**config.mk**
```make
export PLATFORM = sky130hd
export DESIGN_NAME = onchip_mem_arbiter
export DESIGN_NICKNAME = d
export VERILOG_FILES = /design/src/rtl/onchip_mem_arbiter.sv
export SDC_FILE = /design/constraint.sdc
export NUM_CORES = 1
export LEC_CHECK = 0
export ABC_CLOCK_PERIOD_IN_PS = 2470
export CORE_AREA = 2 2 97 99
export DETAILED_ROUTE_END_ITERATION = 10
export DIE_AREA = 0 0 99 101
export PLACE_DENSITY = 0.59
export SETUP_SLACK_MARGIN = 0.5
export SLEW_MARGIN = 20
export SYNTH_ARGS = -nofsm -noshare
export SYNTH_HDL_FRONTEND = slang
export SYNTH_SLANG_ARGS = --single-unit
```
**constraint.sdc**
```tcl
create_clock -name clk -period 2.47 [get_ports clk]
set_clock_uncertainty 0.2 [all_clocks]
set_input_delay 0.247 -clock clk [delete_from_list [all_inputs] [get_ports clk]]
set_output_delay 0.247 -clock clk [all_outputs]
set_load 0.01 [all_outputs]
```
**src/rtl/onchip_mem_arbiter.sv**
```systemverilog
// Two-master arbiter in front of a single-port on-chip RAM. Round-robin when ONCHIP_ARB_RR_EN is defined, m0 fixed priority otherwise.
// Latency: grant/mem_* combinational in the request cycle; read return exactly one cycle after accept.
// Backpressure: the losing master sees waitrequest=1 and holds its request; both stall while reset is high.
module onchip_mem_arbiter #(
  parameter int ADDR_W = 12,
  parameter int DATA_W = 32,
  parameter int BE_W   = 4
) (
  input  logic              clk,
  input  logic              reset,
  input  logic [ADDR_W-1:0] m0_address,
  input  logic [BE_W-1:0]   m0_byteenable,
  input  logic              m0_read,
  input  logic              m0_write,
  input  logic [DATA_W-1:0] m0_writedata,
  output logic              m0_waitrequest,
  output logic [DATA_W-1:0] m0_readdata,
  output logic              m0_readdatavalid,
  input  logic [ADDR_W-1:0] m1_address,
  input  logic [BE_W-1:0]   m1_byteenable,
  input  logic              m1_read,
  input  logic              m1_write,
  input  logic [DATA_W-1:0] m1_writedata,
  output logic              m1_waitrequest,
  output logic [DATA_W-1:0] m1_readdata,
  output logic              m1_readdatavalid,
  output logic [ADDR_W-1:0] mem_address,
  output logic [BE_W-1:0]   mem_byteenable,
  output logic              mem_chipselect,
  output logic              mem_write,
  output logic [DATA_W-1:0] mem_writedata,
  output logic              mem_clken,
  input  logic [DATA_W-1:0] mem_readdata
);

  typedef struct packed {
    logic [ADDR_W-1:0] addr;
    logic [BE_W-1:0]   be;
    logic [DATA_W-1:0] wdata;
    logic              wr;
  } mreq_t;

  mreq_t req0, req1, req_sel;
  logic  m0_req, m1_req;
  logic  gnt0, gnt1;
  logic  rd_issue;
  logic  rd_pend;
  logic  rd_owner;   // 0 = m0, 1 = m1

  assign m0_req = m0_read | m0_write;
  assign m1_req = m1_read | m1_write;

`ifdef ONCHIP_ARB_RR_EN
  logic last_grant;  // 0 = m0, 1 = m1

  always_ff @(posedge clk) begin
    if (reset) begin
      last_grant <= 1'b1;
    end else if (gnt0 | gnt1) begin
      last_grant <= gnt1;
    end
  end
`endif

  always_comb begin
    gnt0 = 1'b0;
    gnt1 = 1'b0;
    if (!reset) begin
`ifdef ONCHIP_ARB_RR_EN
      if (m0_req && m1_req) begin
        gnt0 = last_grant;
        gnt1 = !last_grant;
      end else begin
        gnt0 = m0_req;
        gnt1 = m1_req;
      end
`else
      gnt0 = m0_req;
      gnt1 = m1_req && !m0_req;
`endif
    end
  end

  assign req0    = '{addr: m0_address, be: m0_byteenable, wdata: m0_writedata, wr: m0_write};
  assign req1    = '{addr: m1_address, be: m1_byteenable, wdata: m1_writedata, wr: m1_write};
  assign req_sel = gnt1 ? req1 : req0;

  assign m0_waitrequest = !gnt0;
  assign m1_waitrequest = !gnt1;

  assign mem_address    = req_sel.addr;
  assign mem_byteenable = req_sel.be;
  assign mem_writedata  = req_sel.wdata;
  assign mem_chipselect = gnt0 | gnt1;
  assign mem_write      = (gnt0 | gnt1) & req_sel.wr;
  assign mem_clken      = 1'b1;

  // write wins over a simultaneous read, so a read+write never produces a return
  assign rd_issue = (gnt0 & m0_read & !m0_write) | (gnt1 & m1_read & !m1_write);

  always_ff @(posedge clk) begin
    if (reset) begin
      rd_pend  <= 1'b0;
      rd_owner <= 1'b0;
    end else begin
      rd_pend  <= rd_issue;
      rd_owner <= gnt1;
    end
  end

  // reset in the return cycle drops the return that was in flight
  assign m0_readdatavalid = rd_pend & !rd_owner & !reset;
  assign m1_readdatavalid = rd_pend &  rd_owner & !reset;
  assign m0_readdata      = m0_readdatavalid ? mem_readdata : '0;
  assign m1_readdata      = m1_readdatavalid ? mem_readdata : '0;

endmodule

```
==> results.md, run 1 <==
- Status: complete, no violations
- RSZ-0062 raised after global routing: true
- CP Class: reg -> out
- Total of max-cap violations: 0
- Final Cycle Share: 78.6%
- Count leader, synth: and2_1
- First-pass GRT wire length: 10800 µm
- CP bufs+invs: 4
- Warnings from Yosys: 0
- Largest net degree at the start of global routing: 18
- Yosys top cell by area: mux2_2
- CP max-delay cell: dfxtp_1
- Hold slack final: 164 ps
- Routability cong.: 0.776
- Global route overflow: 0
- Endpoints failing hold: 0
- CORE AREA: 0.00898 mm²
- Post-Layout Inst Area: 0.00390 mm²
- # rows: 35
- Chip height: 101 µm
- Synth cell types: 19
- Nature of the critical path startpoint: flip-flop
- Layout cells sized above 1: 36.0%
- DP HPWL: 6130 µm
- Crit Path Max Fanout: 7
- TritonCTS Buffers: 3
- Cell repeated most along the worst path: buf_4
- Total negative setup slack: 0 ps
- Syn_nets: 274
- Starting density of the core: 12.8%
- Wirelength per Cell: 14.6 µm
- CP endpoint kind: output pin
- Hold WC Path Type: in -> reg
- Vias in the first global route: 2035
- Most frequent cells after synthesis: and2_1, mux2_2, buf_6, clkbuf_1, mux2_1
- Fin nets: 542
- Post-synth EDFFs: 0
- Fmax: 515 MHz
- Synth Register Bits: 2
- Max stage delay on crit path: 320 ps
- Die Width: 99 µm
- Largest cells by area after synthesis: mux2_2, and2_1, buf_6
- H-tree levels: 1
- CP delay by family, top: buffers and inverters
- Minimum clock period after layout: 1940 ps
- Prevailing post-synth register cell: dfxtp_1
- Initial antenna violation count: 0
- DR vias: 2029
- Clock-pin slew on the worst setup and hold paths: 30 ps
- Placed Area: 0.00383 mm²
- Initial DRC count: 16
- Antenna viol nets, final: 0
- CTS tree: done
- Die area: 0.0100 mm²
- Top-area cell type share of the netlist area: 43.1%
- Routed WL: 7560 µm
- Vias/cell: 3.92
- Pleak: 1.92 nW
- DRC: 0
- Worst IR Drop VDD: 95.3 µV
- Number of hold buffers added after cts: 0
- Post-synth ARST share: 0%
- Pre-antenna DRT Iters: 4
- Mean post-synth cell area: 8.20 µm²
- Worst setup margin: 529 ps
- CP required: 2020 ps
- Sequential element share of the synthesized area: 3.49%
- Sink Count: 2
- Area grow syn2layout: 239%
- Ant diodes: 0
- # IOs: 253
- Total global-route track usage: 13.5%
- Total power: 656 µW
- WP data arrival: 1490 ps
- Critical-path cell list: nor3b_4 -> buf_4 -> buf_16 -> buf_4 -> and2_1 -> clkdlybuf4s15_2
- Largest buffer count on any clock path: 2
- Post-Synthesis Cells: 140
- IO buf count: 251
- Final setup vio count: 0
- Root Buffer: clkbuf_8
- Final Max Tran Viols: 0
- Pwr dens: 168 mW/mm²
- Pre-CTS WS: -90.7 ps
- Mapped Area: 0.00115 mm²
worst paths after layout:
kind | to | slack (ps) | cells after the start | start
hold / removal | rd_pend | 160 | 3 | m0_write
setup / recovery | m0_readdata[10] | 530 | 6 | rd_owner
placed cells by master (no fill, tap or decap), types with 2 or more instances in the layout:
cell,Yosys,layout
clkdlybuf4s50_1,0,131
and2_1,64,64
dlygate4sd2_1,0,47
clkbuf_2,0,41
mux2_2,44,40
clkdlybuf4s15_2,0,14
buf_6,5,13
buf_4,1,8
buf_2,1,8
mux2_4,0,4
mux2_1,4,4
buf_16,0,4
buf_12,0,4
inv_1,3,3
clkbuf_8,0,3
a21oi_1,2,2
clkdlybuf4s15_1,0,2
dfxtp_1,2,2
sequential cells by signal, indices dropped and copies added, names as in the netlist:
register	cells
rd_pend	1
rd_owner	1
area by class of cell:
cell class / count / area (µm²)
repair buffers: 275 / 2620
flip-flops and latches: 2 / 40.0
multi-input cells: 123 / 1050
inverters: 3 / 11.3
clock buffers: 3 / 41.3
fillers: 927 / 5080
well taps: 111 / 139
logic make-up (layout without fill, tap and decap cells):
logic type / count (synthesis) / in the layout / share of synthesized area, %
buffers and inverters: 15 / 281 / 8.61
DFF: 2 / 2 / 3.49
and+or+nand+nor: 70 / 70 / 38.2
other: 1 / 1 / 0.326
muxes: 48 / 48 / 47.1
AOI/OAI and AO/OA: 4 / 4 / 2.29
power by group:
group	switching, mW	total, mW	internal, mW
registers	0.000939	0.0350	0.0340
clock network	0.0236	0.126	0.103
logic	0.154	0.495	0.341
total	0.178	0.656	0.478
routing by layer:
metal | up-vias | global-route usage [%] | wire length (µm)
met1 | 879 | 14.1 | 2450
li1 | 998 | - | -
met3 | 4 | 5.48 | 1060
met4 | 0 | 2.00 | 51
met2 | 148 | 25.9 | 3990
met5 | - | 0 | 0
repair_timing:
item                       4_1_cts  5_1_grt
setup endpoints to repair      118       73
hold endpoints to repair         0        0
gates cloned                     5        1
gates resized for setup        228       82
pin swaps                        3        2
buffers inserted                 7        2
stage by stage:
step,util (%),std cells
after global routing,43.4,517
after global placement,42.7,499
after CTS,44.8,514
after floorplan,-,140
after detailed placement,42.7,499
final,43.4,517
Note: power is estimated with default switching activity, not from simulation.
==> inputs of run 2 (changes only) <==
--- a/config.mk
+++ b/config.mk
@@ -5,11 +5,11 @@
 export SDC_FILE = /design/constraint.sdc
 export NUM_CORES = 1
 export LEC_CHECK = 0
-export ABC_CLOCK_PERIOD_IN_PS = 2470
-export CORE_AREA = 2 2 97 99
+export ABC_CLOCK_PERIOD_IN_PS = 1800
+export CORE_AREA = 2 2 99 101
 export DETAILED_ROUTE_END_ITERATION = 10
-export DIE_AREA = 0 0 99 101
-export PLACE_DENSITY = 0.59
+export DIE_AREA = 0 0 101 103
+export PLACE_DENSITY = 0.57
 export SETUP_SLACK_MARGIN = 0.5
 export SLEW_MARGIN = 20
 export SYNTH_ARGS = -nofsm -noshare
==> constraint.sdc (replaced) <==
create_clock -name clk -period 1.8 [get_ports clk]
set_clock_uncertainty 0.2 [all_clocks]
set_input_delay 0.18 -clock clk [delete_from_list [all_inputs] [get_ports clk]]
set_output_delay 0.18 -clock clk [all_outputs]
set_load 0.01 [all_outputs]
==> results.md, run 2 (synthesized netlist as in run 1, its figures left out) <==
- Root Buffer: clkbuf_8
- CP delay by family, top: buffers and inverters
- Routability cong.: 0.692
- Routed WL: 8620 µm
- CP endpoint kind: output pin
- Critical-path cell list: buf_6 -> nor3_4 -> o21ai_4 -> buf_12 -> buf_12 -> buf_12 -> mux2_4 -> buf_6
- IO buf count: 251
- Crit. Startpoint: m0_read
- Ant diodes: 0
- Reg power frac: 4.5%
- RSZ-0062 raised after global routing: true
- Largest buffer count on any clock path: 2
- Initial antenna violation count: 2
- Biggest regs: rd_owner x1, rd_pend x1
- Worst setup margin: 5.78 ps
- CP max-delay cell: mux2_4
- Vias in the first global route: 2186
- DRC: 0
- DP HPWL: 6120 µm
- Placed insts: 502
- Total power: 1.09 mW
- Finished Layout Cells: 536
- Most frequent cells in the layout: clkdlybuf4s50_1, buf_6, and2_4
- Initial DRC count: 14
- Total of max-cap violations: 0
- Post-Layout Inst Area: 0.00481 mm²
- Die Width: 101 µm
- Global route overflow: 0
- Fin nets: 558
- DR vias: 2150
- WP data arrival: 1410 ps
- CORE AREA: 0.00946 mm²
- First-pass GRT wire length: 11200 µm
- Status: complete, no violations
- Layout cells sized above 1: 66.8%
- Die area: 0.0104 mm²
- Hold slack final: 48.3 ps
- CP bufs+invs: 5
- Clock-pin slew on the worst setup and hold paths: 30 ps
- Hold WC Path Type: in -> reg
- Clock power frac: 16.5%
- Pre-antenna DRT Iters: 3
- H-tree levels: 1
- Fmax: 557 MHz
- Pre-CTS WS: -597 ps
- Final setup vio count: 0
- Pint: 793 µW
- Antenna viol nets, final: 0
- Critical path depth in cells: 8
- Endpoints failing hold: 0
- Commonest non-fill, non-tap cell in the layout: clkdlybuf4s50_1
- TritonCTS Buffers: 3
- Worst IR Drop VDD: 140 µV
- # rows: 36
- Vias/cell: 4.01
- Sw frac: 26.9%
- Cell repeated most along the worst path: buf_12
- Largest net degree at the start of global routing: 17
- Total global-route track usage: 13.8%
- Max stage delay on crit path: 300 ps
- Comb pwr share: 79.0%
- CP Class: in -> out
- Minimum clock period after layout: 1790 ps
- Wirelength per Cell: 16.1 µm
- Final Cycle Share: 99.7%
- Net switching power: 292 µW
- Final Max Tran Viols: 0
- Critical path capture point: mem_writedata[20]
- CTS tree: done
- # IOs: 253
- Starting density of the core: 12.1%
- Crit Path Max Fanout: 7
- Area grow syn2layout: 319%
- Chip height: 103 µm
- Sink Count: 2
- Placed Area: 0.00384 mm²
- Pleak: 2.27 nW
- Nature of the critical path startpoint: input pin
- Pwr dens: 226 mW/mm²
- CP required: 1420 ps
[run 2: routing by layer]
layer  up-vias  GRT usage [%]  share of wire, %
li1       1031              -                 -
met1       956           13.5                32
met2       153           26.8                54
met3         8           6.37                13
met4         2           2.70              0.77
met5         -              0              0.12
[run 2: worst min-delay path, cell delays in order]
cell	delay, ps
buf_6	80
buf_4	110
nor3_1	40
[run 2: power by group through the flow]
stage | registers [mW] | clock network, mW | logic, mW
after CTS | 0.0483 | 0.182 | 0.801
after global placement | 0.0481 | 0 | 0.702
final | 0.0487 | 0.180 | 0.857
after global routing | 0.0489 | 0.195 | 0.905
after detailed placement | 0.0481 | 0 | 0.705
after floorplan | 0.0478 | 0 | 0.189
[run 2: cell type report]
type | instances | area [µm²]
multi-input cells | 123 | 1280
repair buffers | 291 | 3290
fillers | 861 | 4650
well taps | 114 | 143
clock buffers | 3 | 41.3
flip-flops and latches | 2 | 42.5
inverters | 3 | 11.3
[run 2: how the worst min path moves through the flow]
| stage | from | endpoint | slack (ps) | cells after the start |
|---|---|---|---|---|
| 2_1_floorplan | m0_write | rd_pend | 60 | 1 |
| 6_report | m0_write | rd_pend | 50 | 3 |
| 3_3_place_gp | m1_read | rd_pend | 710 | 3 |
| 5_1_grt | m0_write | rd_pend | 50 | 3 |
| 3_5_place_dp | m1_read | rd_pend | 710 | 3 |
| 4_1_cts | m0_write | rd_pend | 50 | 3 |
[run 2: per-stage QoR]
step                utilization (%)  TNS (ps)
finish                         50.8         0
global route                   50.8      -449
floorplan                         -         0
CTS                            45.3     -23.3
detailed placement             40.6    -61490
global placement               40.6    -59330
[run 2: what timing repair did]
item	in CTS	in global routing
pin swaps	11	41
buffers inserted	15	4
gates cloned	9	3
hold buffers	0	0
resized for setup	624	105
endpoints found under the setup margin	118	118
